[src/rtl/exu_bp_stat_ctr.sv]
// Branch-prediction statistics unit for the EXU.
// Seven event counters are fed by NUM_CH branch channels. The counters are
// copied into shadow registers on snap. Reads return the shadow copies, or the
// sticky overflow flags when rd_sel is 7.
module exu_bp_stat_ctr #(
    parameter int CNT_W  = 32,
    parameter int NUM_CH = 2,
    parameter int SAT    = 1
) (
    input  logic              clk,
    input  logic              rst,
    input  logic              freeze,
    input  logic [NUM_CH-1:0] ev_valid,
    input  logic [NUM_CH-1:0] ev_flush,
    input  logic [NUM_CH-1:0] ev_pred_t,
    input  logic [NUM_CH-1:0] ev_pred_nt,
    input  logic [NUM_CH-1:0] ev_misp,
    input  logic [NUM_CH-1:0] ev_cond_misp,
    input  logic [NUM_CH-1:0] ev_tgt_misp,
    input  logic              clr,
    input  logic              snap,
    input  logic              rd_en,
    input  logic [2:0]        rd_sel,
    output logic [CNT_W-1:0]  rd_data,
    output logic              rd_valid,
    output logic [6:0]        ovf
);

    localparam int NUM_CTR = 7;
    localparam int SUM_W   = CNT_W + 3;

    logic [NUM_CH-1:0] qual;
    logic [NUM_CH-1:0] term [NUM_CTR];
    logic [2:0]        inc  [NUM_CTR];
    logic [SUM_W-1:0]  sum  [NUM_CTR];

    logic [CNT_W-1:0]  cnt_q    [NUM_CTR];
    logic [CNT_W-1:0]  cnt_d    [NUM_CTR];
    logic [CNT_W-1:0]  shadow_q [NUM_CTR];
    logic [CNT_W-1:0]  shadow_d [NUM_CTR];
    logic [6:0]        ovf_q;
    logic [6:0]        ovf_d;
    logic [CNT_W-1:0]  rd_data_q;
    logic [CNT_W-1:0]  rd_data_d;
    logic              rd_valid_q;
    logic              rd_valid_d;

    // Qualify each channel, build the per-counter event terms and popcount them
    always_comb begin
        for (int c = 0; c < NUM_CH; c++) begin
            qual[c] = ev_valid[c] & (ev_pred_t[c] | ev_pred_nt[c]) & ~ev_flush[c] & ~freeze;
        end
        term[0] = qual;
        term[1] = qual & ~ev_misp;
        term[2] = qual & ev_misp;
        term[3] = qual & ev_cond_misp;
        term[4] = qual & ev_tgt_misp;
        term[5] = qual & ev_pred_t;
        term[6] = qual & ev_pred_nt;
        for (int i = 0; i < NUM_CTR; i++) begin
            inc[i] = 3'd0;
            for (int c = 0; c < NUM_CH; c++) begin
                inc[i] = inc[i] + {2'b00, term[i][c]};
            end
        end
    end

    // Next counter and overflow state: clear wins, otherwise add with saturate or wrap
    always_comb begin
        ovf_d = ovf_q;
        for (int i = 0; i < NUM_CTR; i++) begin
            sum[i]   = {3'b000, cnt_q[i]} + {{(SUM_W-3){1'b0}}, inc[i]};
            cnt_d[i] = sum[i][CNT_W-1:0];
            if (clr) begin
                cnt_d[i] = '0;
                ovf_d[i] = 1'b0;
            end else if (|sum[i][SUM_W-1:CNT_W]) begin
                ovf_d[i] = 1'b1;
                if (SAT != 0) begin
                    cnt_d[i] = '1;
                end
            end
        end
    end

    // Shadow capture and registered read path, both using pre-update values
    always_comb begin
        for (int i = 0; i < NUM_CTR; i++) begin
            shadow_d[i] = snap ? cnt_q[i] : shadow_q[i];
        end
        rd_valid_d = rd_en;
        rd_data_d  = rd_data_q;
        if (rd_en) begin
            if (rd_sel == 3'd7) begin
                rd_data_d = {{(CNT_W-7){1'b0}}, ovf_q};
            end else begin
                rd_data_d = shadow_q[rd_sel];
            end
        end
    end

    // State registers with asynchronous reset
    always_ff @(posedge clk or posedge rst) begin
        if (rst) begin
            for (int i = 0; i < NUM_CTR; i++) begin
                cnt_q[i]    <= '0;
                shadow_q[i] <= '0;
            end
            ovf_q      <= '0;
            rd_data_q  <= '0;
            rd_valid_q <= 1'b0;
        end else begin
            for (int i = 0; i < NUM_CTR; i++) begin
                cnt_q[i]    <= cnt_d[i];
                shadow_q[i] <= shadow_d[i];
            end
            ovf_q      <= ovf_d;
            rd_data_q  <= rd_data_d;
            rd_valid_q <= rd_valid_d;
        end
    end

    assign rd_data  = rd_data_q;
    assign rd_valid = rd_valid_q;
    assign ovf      = ovf_q;

endmodule
[config.mk]
export PLATFORM = sky130hd
export DESIGN_NAME = exu_bp_stat_ctr
export DESIGN_NICKNAME = d
export VERILOG_FILES = /design/src/rtl/exu_bp_stat_ctr.sv
export SDC_FILE = /design/constraint.sdc
export NUM_CORES = 1
export LEC_CHECK = 0
export CORE_ASPECT_RATIO = 0.7
export CORE_UTILIZATION = 62
export CTS_CLUSTER_DIAMETER = 50
export CTS_CLUSTER_SIZE = 40
export DETAILED_ROUTE_END_ITERATION = 10
export PLACE_DENSITY = 0.85
export SYNTH_ARGS = -nofsm -noshare
export SYNTH_HDL_FRONTEND = slang
export SYNTH_SLANG_ARGS = --single-unit
[constraint.sdc]
create_clock -name clk -period 46.6 [get_ports clk]
set_input_delay 11.65 -clock clk [delete_from_list [all_inputs] [get_ports clk]]
set_output_delay 11.65 -clock clk [all_outputs]
set_load 0.01 [all_outputs]
==> qor.yml, run 1 <==
route:
  firstDrtPassIters: 5
  avgRoutedWirePerCell_um: 24.07
  ant_nets: 0
  drc: 0
  wirelength_um: 59610
  vias: 16520
  drtIter0Drc: 2104
  vias_per_cell: 6.673
clock_tree:
  cts_sinks: 488
  post_cts_buffers: 0
  clk_pin_slew_worst_paths_ns: 0.10
  htree_num_levels: 1
  cts-hold-fix-buffers: 0
  cts_buffer_depth: 3
  root_buffer: "clkbuf_16"
  cts_tree: "done"
  cts_resized: 0
  clk_latency_ns: 0.62
  cts_made_buffers: 31
timing:
  fin_setup_tns_ns: 0
  timing.fmax_mhz: 67.18
  min_period_ns: 14.89
  worst_pin_slew_ns: 1.255
  min_period_over_period_pct: 31.94
  setup_viol_count_final: 0
  hold_violations: 0
  skew_ns: 0.02228
  slew_headroom_pct: 16.33
  rsz0062_at_grt: "no"
  drv_slew: 0
hold_path:
  whs_endpoint: "shadow_q[181]$_DFFE_PP0P_"
  hp-class: "flip-flop to flip-flop"
  hold_path.startpoint: "shadow_q[181]$_DFFE_PP0P_"
  min_path_cells: 1
layout:
  fin_util_pct: 69.08
  drive_gt1_share_pct: 19.50
  nNetsFinal: 2008
  syn2layout_area_growth_pct: 8.591
worst_setup_path:
  end_kind: "flip-flop"
  worst-setup-path-type: "primary input to flip-flop"
  path_max_fanout: 28
  startpoint_type: "primary input"
  r2r-start: "cnt_q[192]$_DFF_PP0_"
  r2r_slack_ns: 43.56
  arrival_ns: 15.43
  rr_endpoint: "cnt_q[195]$_DFF_PP0_"
  reg2reg_depth: 9
  crit_required_ns: 47.15
placement:
  place_hpwl_um: 40950
  place.gp.congestion: 0.9131
  io_buffer_count: 62
yosys:
  synth.largest_area_cell: "dfrtp_1"
  synthDistinctLibCells: 61
  syn_area_per_cell_um2: 11.71
  ys_seq_area_share_pct: 52.90
  synth_edf_count: 0
  yosysWarnings: 0
  synthCells: 1971
  synthMostInstantiatedCell: "dfrtp_1"
  ys_ff_latch: 488
  synth_fp_nets: 2008
  synth_area_mm2: 0.02308
  yosys-top-cells-count: "dfrtp_1 (488), mux2_2 (224), a21oi_1 (178)"
  synthTopCellsByArea: "dfrtp_1 (53%), mux2_2 (11%), a21oi_1 (3.9%)"
  synth_top_area_share_pct: 52.90
  asyncSetResetFlopFracSynth_pct: 100.0
  synth_ff_type: "dfrtp_1"
power_and_ir_drop:
  power_leakage_nw: 10.99
  ir_drop_mv: 0.03016
  powerDensity_mw_per_mm2: 31.28
die:
  die_area_mm2: 0.03802
  num_io_pins: 63
  dieWidth_um: 232.6
  start_util_pct: 63.62
  die_y_um: 163.4
  coreArea_mm2: 0.03628
  rows: 58
flow_run:
  drv_cap: 0
global_route:
  grt_overflow: 0
  grt_max_degree: 133
  antenna_found_initial: 4
  grt_pass1_wl_um: 93170
  first_global_vias: 15760
  grt_usage_pct: 32.14
run_status:
  status: "complete, no violations"
[through the flow]
step           total power, mW  hold slack (ns)  cells  instance area (µm²)  setup WS [ns]
3_3_place_gp            0.4773           0.4843   2418                23930          31.35
4_1_cts                 0.7861           0.5125   2475                25060          31.83
2_1_floorplan           0.4633           0.4712   1971                23080          21.33
6_report                0.7841           0.5109   2476                25070          31.71
5_1_grt                 0.8060           0.5194   2476                25070          31.41
3_5_place_dp            0.4783           0.4909   2418                23930          31.18
[worst max-delay path, cell delays in order]
cell and delay (ns):
clkdlybuf4s50_1 0.45, nor3b_1 0.29, o21a_1 0.40, inv_1 0.13
fa_1 0.40, inv_1 0.09, ha_1 0.19, and3_1 0.34
nand4_1 0.31, or3_1 0.85, o21a_1 0.25, nor2_1 0.08
[worst max path at each step]
stage | start | end | cells after the start
final | ev_valid[1] | cnt_q[195]$_DFF_PP0_ | 12
after global routing | freeze | cnt_q[213]$_DFF_PP0_ | 11
after CTS | freeze | cnt_q[195]$_DFF_PP0_ | 12
after detailed placement | freeze | cnt_q[195]$_DFF_PP0_ | 12
after global placement | ev_valid[1] | cnt_q[195]$_DFF_PP0_ | 12
after floorplan | rst | cnt_q[0]$_DFF_PP0_ | 1
[layout by cell type (no fill, tap or decap), types with 29 or more instances in the layout]
cell and count:
clkbuf_16 31, and3_1 29, nor3_1 47, inv_1 59, nand4_1 51, mux4_2 39
nand2_1 107, nand3_1 76, a21oi_1 178, o21ai_0 41, mux2_2 224, xnor2_1 82
dfrtp_1 488, nor2_1 79, and4_1 34, clkdlybuf4s50_1 56, xor2_1 78, o211ai_1 50
mux2i_1 38
[layout make-up]
cell class                 count  area [µm²]
clock inverter                26       359.1
multi-input combinational   1312       10160
inverter                      60       232.7
antenna                        1       2.502
tap                          480       600.6
clock buffer                  31       775.7
sequential                   488       12210
fill                        2511       11220
timing repair buffer          78       728.2
[power by group]
group | switching (mW) | internal, mW
logic | 0.0274 | 0.0138
clock network | 0.173 | 0.141
registers | 0.00208 | 0.426
[flip-flops by register name, indices dropped and copies added (netlist names)]
register / flops
rd_data: 32
cnt_q: 224
rd_valid: 1
ovf: 7
shadow_q: 224
[routing by layer]
metal	vias up	part of all wire, %	global-route usage (%)
li1	7105	-	-
met1	8494	43	49.93
met2	831	43	45.64
met3	89	11	7.961
met4	4	2.3	6.922
met5	-	0.044	0
[cells by family (layout without fill, tap and decap cells)]
kind of cell | Yosys count | in the layout | synth area share, %
muxes | 301 | 301 | 16.38
xor gates and xnor gates | 160 | 160 | 6.071
AOI/OAI and AO/OA | 332 | 332 | 8.629
other | 0 | 1 | 0
DFF | 488 | 488 | 52.90
buffers and inverters | 171 | 195 | 3.100
and+or+nand+nor | 505 | 505 | 11.93
adders and majority gates | 14 | 14 | 0.9865
(Power assumes the default switching activity.)
==> run 2: changes to the inputs <==
- CORE_UTILIZATION: 62 -> 56
- PLACE_DENSITY: 0.85 -> 0.81
- clock period: 46.6 -> 13.1 ns (I/O delays scaled with it)
==> run 2 against run 1 <==
Compared with the run above:
- clock skew increased by 0.0020 ns
- setup slack lost 25 ns
- sequential share of layout area is 0.058 points lower
- die area rose by 11%
- final area increased by 0.12%
- clock-buffer cell count increased by 2
- first-iteration DRC count down 14%
- critical path type unchanged
- register-to-register slack got worse by 33 ns
==> qor.yml, run 2 (synthesis results as in run 1) <==
timing:
  hold_violations: 0
  fin_setup_tns_ns: 0
  min_period_ns: 6.551
  min_period_over_period_pct: 50.01
  finalWorstSetupSlack_ns: 6.549
  skew_ns: 0.02430
  timing.fmax_mhz: 152.6
  drv_slew: 0
  worst_pin_slew_ns: 1.219
  rsz0062_at_grt: "no"
  setup_viol_count_final: 0
  slew_headroom_pct: 18.75
power_and_ir_drop:
  power_leakage_nw: 10.97
  powerDensity_mw_per_mm2: 109.8
  ir_drop_mv: 0.1208
worst_setup_path:
  worst-setup-path-type: "primary input to flip-flop"
  end_kind: "flip-flop"
  path_max_fanout: 28
  arrival_ns: 7.09
  slowest_stage: "or3_1"
  cp_cell_sequence: "clkdlybuf4s50_1 -> nor3b_1 -> o21a_1 -> inv_1 -> fa_1 -> inv_1 -> ha_1 -> and3_1 -> nand4_1 -> or3_1 -> o21a_1 -> nor2_1"
  critPathMaxStageDelay_ns: 0.83
  r2r-start: "cnt_q[192]$_DFF_PP0_"
  crit_required_ns: 13.64
  critPathLaunch: "ev_valid[1]"
  startpoint_type: "primary input"
clock_tree:
  cts_made_buffers: 30
  root_buffer: "clkbuf_16"
  htree_num_levels: 1
  cts_sinks: 488
  post_cts_buffers: 0
  cts_tree: "done"
  cts_resized: 0
  clk_pin_slew_worst_paths_ns: 0.10
  clk_latency_ns: 0.61
  cts_buffer_depth: 3
  cts-hold-fix-buffers: 0
global_route:
  grt_pass1_wl_um: 92450
  grt_usage_pct: 28.65
  grt_max_degree: 195
  first_global_vias: 15590
  grt_overflow: 0
  antenna_found_initial: 4
die:
  rows: 61
  num_io_pins: 63
  dieWidth_um: 244.7
  start_util_pct: 57.50
  coreArea_mm2: 0.04015
  die_area_mm2: 0.04205
  die_y_um: 171.9
layout:
  nNetsFinal: 2008
  fin_util_pct: 62.51
  multiInputGateArea_mm2: 0.01016
  final_common_cell: "dfrtp_1"
  drive_gt1_share_pct: 19.50
  syn2layout_area_growth_pct: 8.721
  layout_common_cells: "dfrtp_1 (488), mux2_2 (224), a21oi_1 (178)"
  antenna_cells: 0
  register_area_mm2: 0.01221
  n_fill_cell: 3035
route:
  avgRoutedWirePerCell_um: 23.15
  drc: 0
  drtIter0Drc: 1806
  wirelength_um: 58560
  vias: 16120
  firstDrtPassIters: 7
  vias_per_cell: 6.371
  ant_nets: 0
placement:
  pre_cts_slack_ns: 6.058
  io_buffer_count: 62
  place.gp.congestion: 0.9280
  place_hpwl_um: 40850
run_status:
  status: "complete, no violations"
hold_path:
  hold_path.startpoint: "shadow_q[5]$_DFFE_PP0P_"
  hp-class: "flip-flop to flip-flop"
flow_run:
  drv_cap: 0
run 2: cell count changes in the layout (fill, tap and decap cells not counted), sizes merged:
cell | before | now
diode | 1 | 0
clkinv | 10 | 11
clkinvlp | 0 | 2
buf | 21 | 22
clkbuf | 32 | 34
bufinv | 1 | 3
inv | 75 | 67
run 2: per-layer routing:
metal  up-vias  share of wire (%)  track usage (%)
li1       7125                  -                -
met2       726                 41            38.51
met3        96                 12            8.335
met1      8172                 44            44.54
met4         0                3.0            8.125
met5         -                  0                0
run 2: path summary, 6_finish.rpt:
path                                            endpoint  slack (ns)  cells after the start
worst max register to register      cnt_q[195]$_DFF_PP0_       10.10                      9
min in group asynchronous           cnt_q[112]$_DFF_PP0_        2.94                      2
worst max-delay path                cnt_q[195]$_DFF_PP0_        6.55                     12
worst min-delay path             shadow_q[5]$_DFFE_PP0P_        0.51                      1
worst min register to register   shadow_q[5]$_DFFE_PP0P_        0.51                      1
max in group asynchronous       shadow_q[51]$_DFFE_PP0P_        7.88                      4
run 2: worst max-delay path, delay by kind of cell:
| family | cells | cell delay (ns) |
|---|---|---|
| AND/OR/NAND/NOR | 5 | 1.86 |
| adder cells (fa/ha/maj) | 2 | 0.56 |
| AO/OA/AOI/OAI | 2 | 0.70 |
| buffers and inverters | 3 | 0.69 |
run 2: layout make-up:
type / count / share of cell area, %
clock buffers: 33 / 3.201
clock inverters: 23 / 1.112
inverters: 60 / 0.9124
multi-input cells: 1312 / 40.47
flip-flops and latches: 488 / 48.66
well taps: 535 / 2.667
repair buffers: 79 / 2.981
run 2: through the flow:
step	hold slack [ns]	instances	power (mW)	cell area (µm²)
floorplan	0.4712	1971	1.649	23090
global placement	0.4832	2474	1.701	24010
detailed placement	0.4906	2474	1.704	24010
CTS	0.5118	2530	2.770	25100
global route	0.5185	2530	2.837	25100
finish	0.5103	2530	2.755	25100
run 2: where the power goes:
part | switching [mW] | internal, mW
logic | 0.0987 | 0.0498
registers | 0.00747 | 1.52
clock network | 0.559 | 0.523
